--- src/rtl/alu_pkg.sv ---
// Shared types for the ALU/MDU unit: operation codes, FSM states and ALUOp classes.
package alu_pkg;

    typedef enum logic [4:0] {
        OP_ADD, OP_SUB, OP_SLL, OP_SLT, OP_SLTU, OP_XOR, OP_SRL, OP_SRA, OP_OR, OP_AND,
        OP_MUL, OP_MULH, OP_MULHSU, OP_MULHU, OP_DIV, OP_DIVU, OP_REM, OP_REMU
    } alu_op_e;

    typedef enum logic [1:0] {
        ST_IDLE,
        ST_CALC,
        ST_DONE
    } state_e;

    localparam logic [1:0] ALUOP_ADD     = 2'b00;
    localparam logic [1:0] ALUOP_SUB     = 2'b01;
    localparam logic [1:0] ALUOP_FUNCT   = 2'b10;
    localparam logic [1:0] ALUOP_ADD_ALT = 2'b11;

    localparam logic [6:0] FUNCT7_MEXT   = 7'b0000001;

    function automatic logic is_m_op(input alu_op_e o);
        return o inside {OP_MUL, OP_MULH, OP_MULHSU, OP_MULHU,
                         OP_DIV, OP_DIVU, OP_REM, OP_REMU};
    endfunction

    function automatic logic is_mul_op(input alu_op_e o);
        return o inside {OP_MUL, OP_MULH, OP_MULHSU, OP_MULHU};
    endfunction

endpackage

--- src/rtl/alu_mdu_unit_if.sv ---
// Request/response bundle between an issuing stage and the ALU/MDU unit.
interface alu_mdu_unit_if #(
    parameter int unsigned XLEN = 32
);
    logic            in_valid;
    logic            in_ready;
    logic [1:0]      ALUOp;
    logic [6:0]      op;
    logic [2:0]      Funct3;
    logic [6:0]      Funct7;
    logic [XLEN-1:0] SrcA;
    logic [XLEN-1:0] SrcB;
    logic            out_valid;
    logic            out_ready;
    logic [XLEN-1:0] Result;
    logic            Zero;
    logic            busy;

    modport master (
        output in_valid, ALUOp, op, Funct3, Funct7, SrcA, SrcB, out_ready,
        input  in_ready, out_valid, Result, Zero, busy
    );

    modport slave (
        input  in_valid, ALUOp, op, Funct3, Funct7, SrcA, SrcB, out_ready,
        output in_ready, out_valid, Result, Zero, busy
    );
endinterface

--- src/rtl/alu_op_decode.sv ---
// Combinational ALUOp/opcode/funct decode into a single operation code.
module alu_op_decode
    import alu_pkg::*;
(
    input  logic [1:0] alu_class,
    input  logic [6:0] op,
    input  logic [2:0] funct3,
    input  logic [6:0] funct7,
    output alu_op_e    alu_op_c
);
    logic is_rtype;
    logic unused_op;

    // Only bit 5 of the opcode matters (R-type versus I-type).
    assign is_rtype  = op[5];
    assign unused_op = ^{op[6], op[4:0]};

    always_comb begin
        alu_op_c = OP_ADD;
        case (alu_class)
            ALUOP_ADD, ALUOP_ADD_ALT: alu_op_c = OP_ADD;
            ALUOP_SUB:                alu_op_c = OP_SUB;
            ALUOP_FUNCT: begin
                if (is_rtype && funct7 == FUNCT7_MEXT) begin
                    case (funct3)
                        3'b000: alu_op_c = OP_MUL;
                        3'b001: alu_op_c = OP_MULH;
                        3'b010: alu_op_c = OP_MULHSU;
                        3'b011: alu_op_c = OP_MULHU;
                        3'b100: alu_op_c = OP_DIV;
                        3'b101: alu_op_c = OP_DIVU;
                        3'b110: alu_op_c = OP_REM;
                        3'b111: alu_op_c = OP_REMU;
                    endcase
                end else begin
                    case (funct3)
                        3'b000: alu_op_c = (is_rtype && funct7[5]) ? OP_SUB : OP_ADD;
                        3'b001: alu_op_c = OP_SLL;
                        3'b010: alu_op_c = OP_SLT;
                        3'b011: alu_op_c = OP_SLTU;
                        3'b100: alu_op_c = OP_XOR;
                        3'b101: alu_op_c = funct7[5] ? OP_SRA : OP_SRL;
                        3'b110: alu_op_c = OP_OR;
                        3'b111: alu_op_c = OP_AND;
                    endcase
                end
            end
            default: alu_op_c = OP_ADD;
        endcase
    end
endmodule

--- src/rtl/alu_mdu_unit.sv ---
// Single-issue ALU with an iterative radix-2 multiply/divide unit behind a
// valid/ready handshake; basic ops answer in one cycle, M ops after XLEN iterations.
module alu_mdu_unit
    import alu_pkg::*;
#(
    parameter int unsigned XLEN         = 32,
    parameter int unsigned ZERO_FLAG_EN = 1
) (
    input logic           clk,
    input logic           rst_n,
    alu_mdu_unit_if.slave bus
);
    localparam int unsigned CW = $clog2(XLEN);
    localparam int unsigned PW = 2 * XLEN;
    localparam logic ZERO_RST  = (ZERO_FLAG_EN != 0);

    state_e          state_q, state_d;
    alu_op_e         op_q, op_d, dec_op_c;
    logic [XLEN-1:0] a_q, a_d, d_q, d_d, hi_q, hi_d, lo_q, lo_d;
    logic [XLEN-1:0] result_q, result_d;
    logic            neg_q, neg_d, negr_q, negr_d;
    logic [CW-1:0]   cnt_q, cnt_d;
    logic            in_ready_q, in_ready_d, out_valid_q, out_valid_d;
    logic            busy_q, busy_d, zero_q, zero_d;

    logic [CW-1:0]   shamt_c;
    logic [XLEN-1:0] basic_res_c, mag_a_c, mag_b_c;
    logic            sign_a_c, sign_b_c;
    logic [XLEN:0]   mul_sum_c, div_shift_c, div_diff_c;
    logic [XLEN-1:0] step_hi_c, step_lo_c, final_c;
    logic [PW-1:0]   prod_c, prod_s_c;

    alu_op_decode u_dec (
        .alu_class (bus.ALUOp),
        .op        (bus.op),
        .funct3    (bus.Funct3),
        .funct7    (bus.Funct7),
        .alu_op_c  (dec_op_c)
    );

    // Single-cycle ops, evaluated on the request operands.
    always_comb begin
        shamt_c     = bus.SrcB[CW-1:0];
        basic_res_c = '0;
        case (dec_op_c)
            OP_ADD:  basic_res_c = bus.SrcA + bus.SrcB;
            OP_SUB:  basic_res_c = bus.SrcA - bus.SrcB;
            OP_SLL:  basic_res_c = bus.SrcA << shamt_c;
            OP_SLT:  basic_res_c = XLEN'($signed(bus.SrcA) < $signed(bus.SrcB));
            OP_SLTU: basic_res_c = XLEN'(bus.SrcA < bus.SrcB);
            OP_XOR:  basic_res_c = bus.SrcA ^ bus.SrcB;
            OP_SRL:  basic_res_c = bus.SrcA >> shamt_c;
            OP_SRA:  basic_res_c = XLEN'($signed(bus.SrcA) >>> shamt_c);
            OP_OR:   basic_res_c = bus.SrcA | bus.SrcB;
            OP_AND:  basic_res_c = bus.SrcA & bus.SrcB;
            default: basic_res_c = '0;
        endcase
    end

    // Operand magnitudes; MULHSU treats only SrcA as signed.
    always_comb begin
        sign_a_c = bus.SrcA[XLEN-1] && (dec_op_c inside {OP_MULH, OP_MULHSU, OP_DIV, OP_REM});
        sign_b_c = bus.SrcB[XLEN-1] && (dec_op_c inside {OP_MULH, OP_DIV, OP_REM});
        mag_a_c  = sign_a_c ? -bus.SrcA : bus.SrcA;
        mag_b_c  = sign_b_c ? -bus.SrcB : bus.SrcB;
    end

    // One shift-add or restoring-divide step on {hi_q, lo_q}, plus final sign fix-up.
    always_comb begin
        mul_sum_c   = {1'b0, hi_q} + (lo_q[0] ? {1'b0, d_q} : '0);
        div_shift_c = {hi_q, lo_q[XLEN-1]};
        div_diff_c  = div_shift_c - {1'b0, d_q};
        if (is_mul_op(op_q)) begin
            step_hi_c = mul_sum_c[XLEN:1];
            step_lo_c = {mul_sum_c[0], lo_q[XLEN-1:1]};
        end else if (!div_diff_c[XLEN]) begin
            step_hi_c = div_diff_c[XLEN-1:0];
            step_lo_c = {lo_q[XLEN-2:0], 1'b1};
        end else begin
            step_hi_c = div_shift_c[XLEN-1:0];
            step_lo_c = {lo_q[XLEN-2:0], 1'b0};
        end
        prod_c   = {step_hi_c, step_lo_c};
        prod_s_c = neg_q ? -prod_c : prod_c;
        case (op_q)
            OP_MUL:                        final_c = prod_s_c[XLEN-1:0];
            OP_MULH, OP_MULHSU, OP_MULHU:  final_c = prod_s_c[PW-1:XLEN];
            OP_DIV, OP_DIVU:  final_c = (d_q == '0) ? '1 : (neg_q ? -step_lo_c : step_lo_c);
            OP_REM, OP_REMU:  final_c = (d_q == '0) ? a_q : (negr_q ? -step_hi_c : step_hi_c);
            default:          final_c = '0;
        endcase
    end

    always_comb begin
        state_d  = state_q;
        op_d     = op_q;
        a_d      = a_q;
        d_d      = d_q;
        hi_d     = hi_q;
        lo_d     = lo_q;
        neg_d    = neg_q;
        negr_d   = negr_q;
        cnt_d    = cnt_q;
        result_d = result_q;
        case (state_q)
            ST_IDLE: begin
                if (bus.in_valid) begin
                    op_d = dec_op_c;
                    a_d  = bus.SrcA;
                    if (is_m_op(dec_op_c)) begin
                        state_d = ST_CALC;
                        cnt_d   = '0;
                        hi_d    = '0;
                        neg_d   = sign_a_c ^ sign_b_c;
                        negr_d  = sign_a_c;
                        lo_d    = is_mul_op(dec_op_c) ? mag_b_c : mag_a_c;
                        d_d     = is_mul_op(dec_op_c) ? mag_a_c : mag_b_c;
                    end else begin
                        state_d  = ST_DONE;
                        result_d = basic_res_c;
                    end
                end
            end
            ST_CALC: begin
                hi_d  = step_hi_c;
                lo_d  = step_lo_c;
                cnt_d = cnt_q + CW'(1);
                if (cnt_q == CW'(XLEN - 1)) begin
                    state_d  = ST_DONE;
                    cnt_d    = '0;
                    result_d = final_c;
                end
            end
            ST_DONE: begin
                if (bus.out_ready) state_d = ST_IDLE;
            end
            default: state_d = ST_IDLE;
        endcase
        in_ready_d  = (state_d == ST_IDLE);
        out_valid_d = (state_d == ST_DONE);
        busy_d      = (state_d == ST_CALC);
        zero_d      = ZERO_RST && (result_d == '0);
    end

    always_ff @(posedge clk or negedge rst_n) begin
        if (!rst_n) begin
            state_q     <= ST_IDLE;
            op_q        <= OP_ADD;
            a_q         <= '0;
            d_q         <= '0;
            hi_q        <= '0;
            lo_q        <= '0;
            neg_q       <= 1'b0;
            negr_q      <= 1'b0;
            cnt_q       <= '0;
            result_q    <= '0;
            zero_q      <= ZERO_RST;
            in_ready_q  <= 1'b1;
            out_valid_q <= 1'b0;
            busy_q      <= 1'b0;
        end else begin
            state_q     <= state_d;
            op_q        <= op_d;
            a_q         <= a_d;
            d_q         <= d_d;
            hi_q        <= hi_d;
            lo_q        <= lo_d;
            neg_q       <= neg_d;
            negr_q      <= negr_d;
            cnt_q       <= cnt_d;
            result_q    <= result_d;
            zero_q      <= zero_d;
            in_ready_q  <= in_ready_d;
            out_valid_q <= out_valid_d;
            busy_q      <= busy_d;
        end
    end

    assign bus.in_ready  = in_ready_q;
    assign bus.out_valid = out_valid_q;
    assign bus.busy      = busy_q;
    assign bus.Result    = result_q;
    assign bus.Zero      = zero_q;
endmodule

--- src/flat_wrapper.sv ---
// flat-port wrapper written by rule: the top's interface ports become plain ports
module alu_mdu_unit_flat import alu_pkg::*;
#(
    parameter int unsigned XLEN         = 32,
    parameter int unsigned ZERO_FLAG_EN = 1
)
  (clk, rst_n, bus_in_valid, bus_ALUOp, bus_op, bus_Funct3, bus_Funct7, bus_SrcA, bus_SrcB, bus_out_ready, bus_in_ready, bus_out_valid, bus_Result, bus_Zero, bus_busy);
  alu_mdu_unit_if #(.XLEN(XLEN)) bus_i ();
  input logic clk;
  input logic rst_n;
  input wire logic [$bits(bus_i.in_valid)-1:0] bus_in_valid;
  input wire logic [$bits(bus_i.ALUOp)-1:0] bus_ALUOp;
  input wire logic [$bits(bus_i.op)-1:0] bus_op;
  input wire logic [$bits(bus_i.Funct3)-1:0] bus_Funct3;
  input wire logic [$bits(bus_i.Funct7)-1:0] bus_Funct7;
  input wire logic [$bits(bus_i.SrcA)-1:0] bus_SrcA;
  input wire logic [$bits(bus_i.SrcB)-1:0] bus_SrcB;
  input wire logic [$bits(bus_i.out_ready)-1:0] bus_out_ready;
  output wire logic [$bits(bus_i.in_ready)-1:0] bus_in_ready;
  output wire logic [$bits(bus_i.out_valid)-1:0] bus_out_valid;
  output wire logic [$bits(bus_i.Result)-1:0] bus_Result;
  output wire logic [$bits(bus_i.Zero)-1:0] bus_Zero;
  output wire logic [$bits(bus_i.busy)-1:0] bus_busy;
  assign bus_i.in_valid = bus_in_valid;
  assign bus_i.ALUOp = bus_ALUOp;
  assign bus_i.op = bus_op;
  assign bus_i.Funct3 = bus_Funct3;
  assign bus_i.Funct7 = bus_Funct7;
  assign bus_i.SrcA = bus_SrcA;
  assign bus_i.SrcB = bus_SrcB;
  assign bus_i.out_ready = bus_out_ready;
  assign bus_in_ready = bus_i.in_ready;
  assign bus_out_valid = bus_i.out_valid;
  assign bus_Result = bus_i.Result;
  assign bus_Zero = bus_i.Zero;
  assign bus_busy = bus_i.busy;
  alu_mdu_unit #(.XLEN(XLEN), .ZERO_FLAG_EN(ZERO_FLAG_EN)) u_core (.clk(clk), .rst_n(rst_n), .bus(bus_i));
endmodule
--- config.mk ---
export PLATFORM = sky130hd
export DESIGN_NAME = alu_mdu_unit_flat
export DESIGN_NICKNAME = d
export VERILOG_FILES = /design/src/rtl/alu_pkg.sv /design/src/rtl/alu_mdu_unit_if.sv /design/src/rtl/alu_op_decode.sv /design/src/rtl/alu_mdu_unit.sv /design/src/flat_wrapper.sv
export SDC_FILE = /design/constraint.sdc
export NUM_CORES = 2
export LEC_CHECK = 0
export BUFFER_PORTS_ARGS = -buffer_cell sky130_fd_sc_hd__buf_2
export CORE_UTILIZATION = 44
export CTS_CLUSTER_SIZE = 30
export DETAILED_ROUTE_END_ITERATION = 10
export GPL_TIMING_DRIVEN = 0
export PLACE_DENSITY = 0.66
export SETUP_SLACK_MARGIN = 0.3
export SLEW_MARGIN = 20
export SYNTH_ARGS = -nofsm -noshare
export SYNTH_HDL_FRONTEND = slang
export SYNTH_SLANG_ARGS = --single-unit
--- constraint.sdc ---
create_clock -name clk -period 6.4 [get_ports clk]
set_input_delay 0.64 -clock clk [delete_from_list [all_inputs] [get_ports clk]]
set_output_delay 0.64 -clock clk [all_outputs]
set_load 0.1 [all_outputs]
* Word level (Yosys, flattened, before mapping)
Memories as Yosys holds them, arrays and structs flattened. Cells that the tools add are included.
Operators by class: add/subtract/negate cells 10, $lt $le $gt $ge 2, eq/ne operators 43, shift-type cells 3, mux-type cells 40, bitwise gates (word level) 4, reductions and logical operators 24
Operators by type and width (count):
- 32-bit two-way mux | 19
- 32-bit one-hot mux with 10 select lines | 1
- 32-bit one-hot mux with 2 select lines | 3
- 32-bit negation | 4
- 32-bit one-hot mux with 4 select lines | 1
- 5-bit by 4-bit equality test with 1-bit output (second input constant) | 14
- 32-bit zero test | 2
- 32-bit less-than comparator | 2
- 64-bit two-way mux | 1
- 64-bit negation | 1
- 5-bit one-hot mux with 8 select lines | 1
- 32-bit by 33-bit adder with 33-bit output | 1
- 33-bit by 32-bit subtractor with 33-bit output | 1
- 32-bit adder | 1
- 32-bit AND | 1
- 32-bit bitwise OR | 1
- 32-bit by 5-bit left shift with 32-bit output | 1
- 32-bit by 5-bit right shift with 32-bit output | 1
- 32-bit by 5-bit >>> shifter with 32-bit output | 1
- 32-bit subtractor | 1
- 32-bit XOR | 1
- 5-bit equality test (second input constant) | 5
- 5-bit by 3-bit equality test with 1-bit output (second input constant) | 4
- 5-bit two-way mux | 4
- other kinds (29) | 54
Word-level totals: register bits 178, memory bits (read-only) 40, bits of input ports 87, output and inout port bits 36, logic and storage cells 141, memories kept 1
Memory list:
- (no name shown) | depth 8, bits a word 5, read ports 1, clocked after memory_dff 0, wr ports 0, line alu_op_decode.sv:25 | case (funct3)

* Depth between registers and ports, before layout
depth after elaboration 13, mapped depth 28

* By module
A second synthesis with hierarchy kept.
Unflattened totals: cells, all modules 3575, area total of the unflattened synthesis 26485.4 µm²
Modules (own cells, without submodules):
- alu_mdu_unit | instances 1, cells an instance 3543, area each 26222.6 µm²
- alu_op_decode | instances 1, cells an instance 32, area each 262.8 µm²

* Least setup slack after synthesis
OpenSTA, ideal clock, no wires.
path type in2reg, start point in bus_SrcB[2], end point reg u_core.zero_q (netlist: u_core.bus.Zero), library setup time 90 ps, data arrival time 5590 ps, required time 6310 ps, slack 720 ps, cell stages on the path 23, buffers on the path 5, cells stage by stage clkbuf_1 > inv_2 > buf_1 > clkbuf_1 > clkbuf_1 > ha_1 > clkbuf_1 > o21a_1 > a21oi_1 > a211oi_1 > o41ai_1 > o21ai_0 > a31o_2 > a21oi_1 > nor2b_1 > nor2_1 > xor2_1 > nor3_1 > a211o_1 > a2111o_1 > nor2_1 > nand4b_1 > nor4_2
On the way: cells in the longest elaborated chain, start to end 6, elaborated cells between the ends (all ways) 15, classes of those cells 2 x add/sub; 2 x order compare; 3 x shift; 4 x mux; 3 x bitwise; 1 x reduce/logical
RTL lines:
- start, declared | line flat_wrapper.sv:17 | input wire logic [$bits(bus_i.SrcB)-1:0] bus_SrcB;
- 32-bit subtractor (tied with other cells) | line alu_mdu_unit.sv:47 | OP_SUB: basic_res_c = bus.SrcA - bus.SrcB;
- 32-bit one-hot mux with 10 select lines (*) | line alu_mdu_unit.sv:45 | case (dec_op_c)
- 32-bit two-way mux (*) | line alu_mdu_unit.sv:110 | if (is_m_op(dec_op_c)) begin
- 32-bit two-way mux (*) | line alu_mdu_unit.sv:107 | if (bus.in_valid) begin
- 32-bit one-hot mux with 2 select lines (*) | line alu_mdu_unit.sv:105 | case (state_q)
- via u_core.result_d[29] | line alu_mdu_unit.sv:20 | logic [XLEN-1:0] result_q, result_d;
- 32-bit zero test (*) | line alu_mdu_unit.sv:142 | zero_d = ZERO_RST && (result_d == '0);
- via u_core.zero_d | line alu_mdu_unit.sv:24 | logic busy_q, busy_d, zero_q, zero_d;
- end signal, assigned | line alu_mdu_unit.sv:172 | zero_q <= zero_d;
- end, declared | line alu_mdu_unit.sv:24
The timed path passes the listed nets; every way through them passes the cells marked *. A chain may end at the register's enable or synchronous reset.

* Final worst setup path
start point in bus_SrcB[3], end point reg u_core.zero_q (netlist: u_core.bus.Zero)
The elaborated chain is that of the path after synthesis.

==> impl_metrics.ini <==
[global_route]
grt_pass1_vias = 31900
globalRouteOverflowTotal = 0
grt_usage_pct = 54.4
antenna_found_initial = 20
grt_max_degree = 95
grt_pass1_wl_mm = 237

[synthesis]
yosysSeqAreaShare_pct = 16.7
synth_cells = 3716
ys.flop_type = dfrtp_1
yosysWarnings = 0
synth_nets = 3980
syn_area_per_cell_um2 = 7.18
synth_edf_count = 0
ys_seq_elements = 178
synthArstFlopShare_pct = 100
synthesis.area_um2 = 26700
yosys.cell_types.count = 108

[clocking]
clk_path_buf_depth = 2
htreeDepth = 4
postCtsHoldBufs = 0
cts_buffers = 17
clock_latency_ns = 0.48
path_clk_slew_ns = 0.08
tritoncts = built
cts_sinks = 178
clock-root-buffer = clkbuf_16

[final_layout]
mostFrequentLayoutCells = nand2_1 (444), o21ai_0 (359), nor2_1 (334)
fill_cells = 6135
drive_above_1_share_pct = 14.2
multi_input_area_um2 = 21400
final_core_utilization_pct = 51.2
syn_to_final_growth_pct = 14.0
seq_area_um2 = 4500
layout_commonest_cell = nand2_1
fin_nets = 4178
fin_area_um2 = 30400

[setup_path]
path_class = in2reg
crit_fanout = 11
cp_num_buf_inv = 6
crit_required_ns = 6.80
critPathTopFamily = compound AO/OA/AOI/OAI gates
slowest_delay_ns = 1.11
critPathCaptureType = register
crit_chain = buf_2, clkinv_2, clkbuf_2, clkbuf_4, clkbuf_4, ha_1, clkbuf_1, o21a_1, a21oi_1, a211oi_4, o31ai_1, a21oi_1, a31oi_1, xnor2_1, a221oi_1, o2111ai_1, nor3_1, o22ai_1, nor4_2, nand4b_1, nor4_2
slowest_stage = a221oi_1
startpoint_type = input port
worst_ep_arrival_time_ns = 6.80

[die]
coreArea_um2 = 59500
ios = 123
dieArea_um2 = 61600
dieHeight_um = 248
initial_core_util_pct = 44.9
num_rows = 89
chipWidth_um = 248

[sta]
fin_crit_ns = 6.40
slew_headroom_pct = 11.3
fmax_mhz = 156
rsz0062_at_grt = true
setup_slack_ns = -0.00424
holdWs_ns = 0.114
drv_slew = 0
final.period_utilization_pct = 100
setup_viol = 1
hold_viol = 0
fin_skew_ns = 0.0186
tns_ns = -0.00424
worst_pin_slew_ns = 1.33

[detailed_routing]
wl_per_cell_um = 36.2
vias = 34400
detail-route-antenna-nets = 0
wirelength_mm = 171
drtIter0Drc = 4956
dr.pass1.iters = 10
drc = 0
via_per_inst = 7.30

[placement]
dp_slack_ns = -2.34
place_area_um2 = 28400
gp_congestion = 1.12
dpl.hpwl_mm = 134
io_buffer_count = 116

[power_and_ir_drop]
p_leak_nw = 12.2
vdd_drop_max_mv = 0.238
powerDensity_nw_per_um2 = 217

[flow_run]
maxCapViolCount = 0

[status]
violations = negative setup slack
outcome = finished, violations left

[min_path]
hold_class = in2async
-- through the flow --
stage | total power [W] | std cells
floorplan | 0.00362 | 3716
global placement | 0.00500 | 4605
detailed placement | 0.00502 | 4613
CTS | 0.00623 | 4672
global route | 0.00669 | 4703
finish | 0.00661 | 4716
-- state kept, by name, indices dropped and copies added, names as in the netlist, 2 cells and up --
register / cells
u_core.a_q: 32
u_core.lo_q: 32
u_core.cnt_q: 5
u_core.state_q: 2
u_core.d_q: 32
u_core.bus.Result: 32
u_core.op_q: 5
u_core.hi_q: 32
-- power breakdown --
part / switching [W] / internal (W)
Combinational: 0.00288 / 0.00106
Sequential: 0.000271 / 0.00129
Clock: 0.000582 / 0.000526
Total: 0.00373 / 0.00288
-- layout make-up --
| cell class | count | share of cell area [%] |
|---|---|---|
| timing repair buffer | 179 | 3.61 |
| antenna | 16 | 0.132 |
| sequential | 178 | 14.8 |
| inverter | 159 | 1.98 |
| tap | 773 | 3.18 |
| clock buffer | 18 | 1.41 |
| multi-input combinational | 3117 | 70.3 |
| clock inverter | 14 | 0.518 |
| buffer | 262 | 4.05 |
-- repair_timing --
item	CTS	global route
endpoints found under the setup margin	29	31
resized for setup	181	98
pin swaps	26	33
buffers inserted	27	27
-- per-layer routing --
| metal | wire length (um) | global-route usage, % | up-vias |
|---|---|---|---|
| li1 | - | - | 14300 |
| met1 | 55000 | 57.2 | 16200 |
| met2 | 71500 | 81.5 | 2853 |
| met3 | 22400 | 21.5 | 1097 |
| met4 | 21700 | 54.4 | 10 |
| met5 | 73 | 0.397 | - |
-- cells by family (layout without fill, tap and decap cells) --
| logic type | after synthesis | after routing | share of synthesized area (%) |
|---|---|---|---|
| XOR/XNOR | 176 | 176 | 5.78 |
| buffers and inverters | 421 | 632 | 6.26 |
| flip-flops | 178 | 178 | 16.7 |
| other | 0 | 16 | 0 |
| adder cells (fa/ha/maj) | 177 | 177 | 8.41 |
| AO/OA/AOI/OAI | 1316 | 1316 | 32.5 |
| AND/OR/NAND/NOR | 1297 | 1297 | 22.9 |
| multiplexers | 151 | 151 | 7.41 |
-- final timing paths --
check,startpoint,endpoint,slack [ns],cells after the start
max,bus_SrcB[3],u_core.bus.Zero$_DFF_PN1_,-0.004,21
min,rst_n,u_core.hi_q[15]$_DFFE_PN0P_,0.11,1
max reg2reg,u_core.op_q[3]$_DFFE_PN0P_,u_core.bus.Zero$_DFF_PN1_,0.06,20
min reg2reg,u_core.cnt_q[3]$_DFFE_PN0P_,u_core.cnt_q[3]$_DFFE_PN0P_,0.49,1
max in group asynchronous,rst_n,u_core.hi_q[24]$_DFFE_PN0P_,5.25,2
min in group clk,bus_out_ready,u_core.bus.out_valid$_DFF_PN0_,0.36,2
-- worst register-to-register path, stage by stage (launching register included) --
cell	delay, ns
dfrtp_2	0.50
nor2b_1	0.16
clkbuf_2	0.28
nand2_2	0.24
buf_2	0.30
buf_4	0.28
buf_2	0.34
buf_4	0.32
buf_4	0.32
buf_2	0.40
buf_4	0.33
mux2i_1	0.37
xor2_1	0.41
a21oi_1	0.15
a221oi_1	0.26
o221ai_1	0.29
nor4_4	0.39
nand4_1	0.26
nor4_2	0.28
nand4b_1	0.16
nor4_2	0.23
-- cell usage after synthesis, drive strengths merged (20+ instances only) --
library cell / instances / share of area (%)
a211oi: 60 / 1.7
a21o: 30 / 0.84
a21oi: 300 / 5.7
a221oi: 45 / 1.6
a22oi: 22 / 0.62
a31oi: 34 / 0.82
and2: 56 / 1.3
and3: 26 / 0.61
buf: 67 / 1.3
clkbuf: 195 / 2.7
dfrtp: 176 / 17
ha: 173 / 8.1
inv: 155 / 2.2
mux2: 20 / 0.86
mux2i: 96 / 3.6
mux4: 35 / 3.0
nand2: 447 / 6.3
nand3: 73 / 1.4
nand4: 57 / 1.4
nor2: 339 / 4.8
nor2b: 30 / 0.73
nor3: 114 / 2.2
nor4: 40 / 1.1
o211ai: 59 / 1.7
o21a: 32 / 0.90
o21ai: 388 / 7.3
o221ai: 48 / 1.6
o22ai: 23 / 0.54
o31ai: 44 / 1.3
or3: 29 / 0.68
or4: 25 / 0.70
xnor2: 132 / 4.3
xor2: 44 / 1.4
No activity file was read; power rests on OpenSTA's default activity.
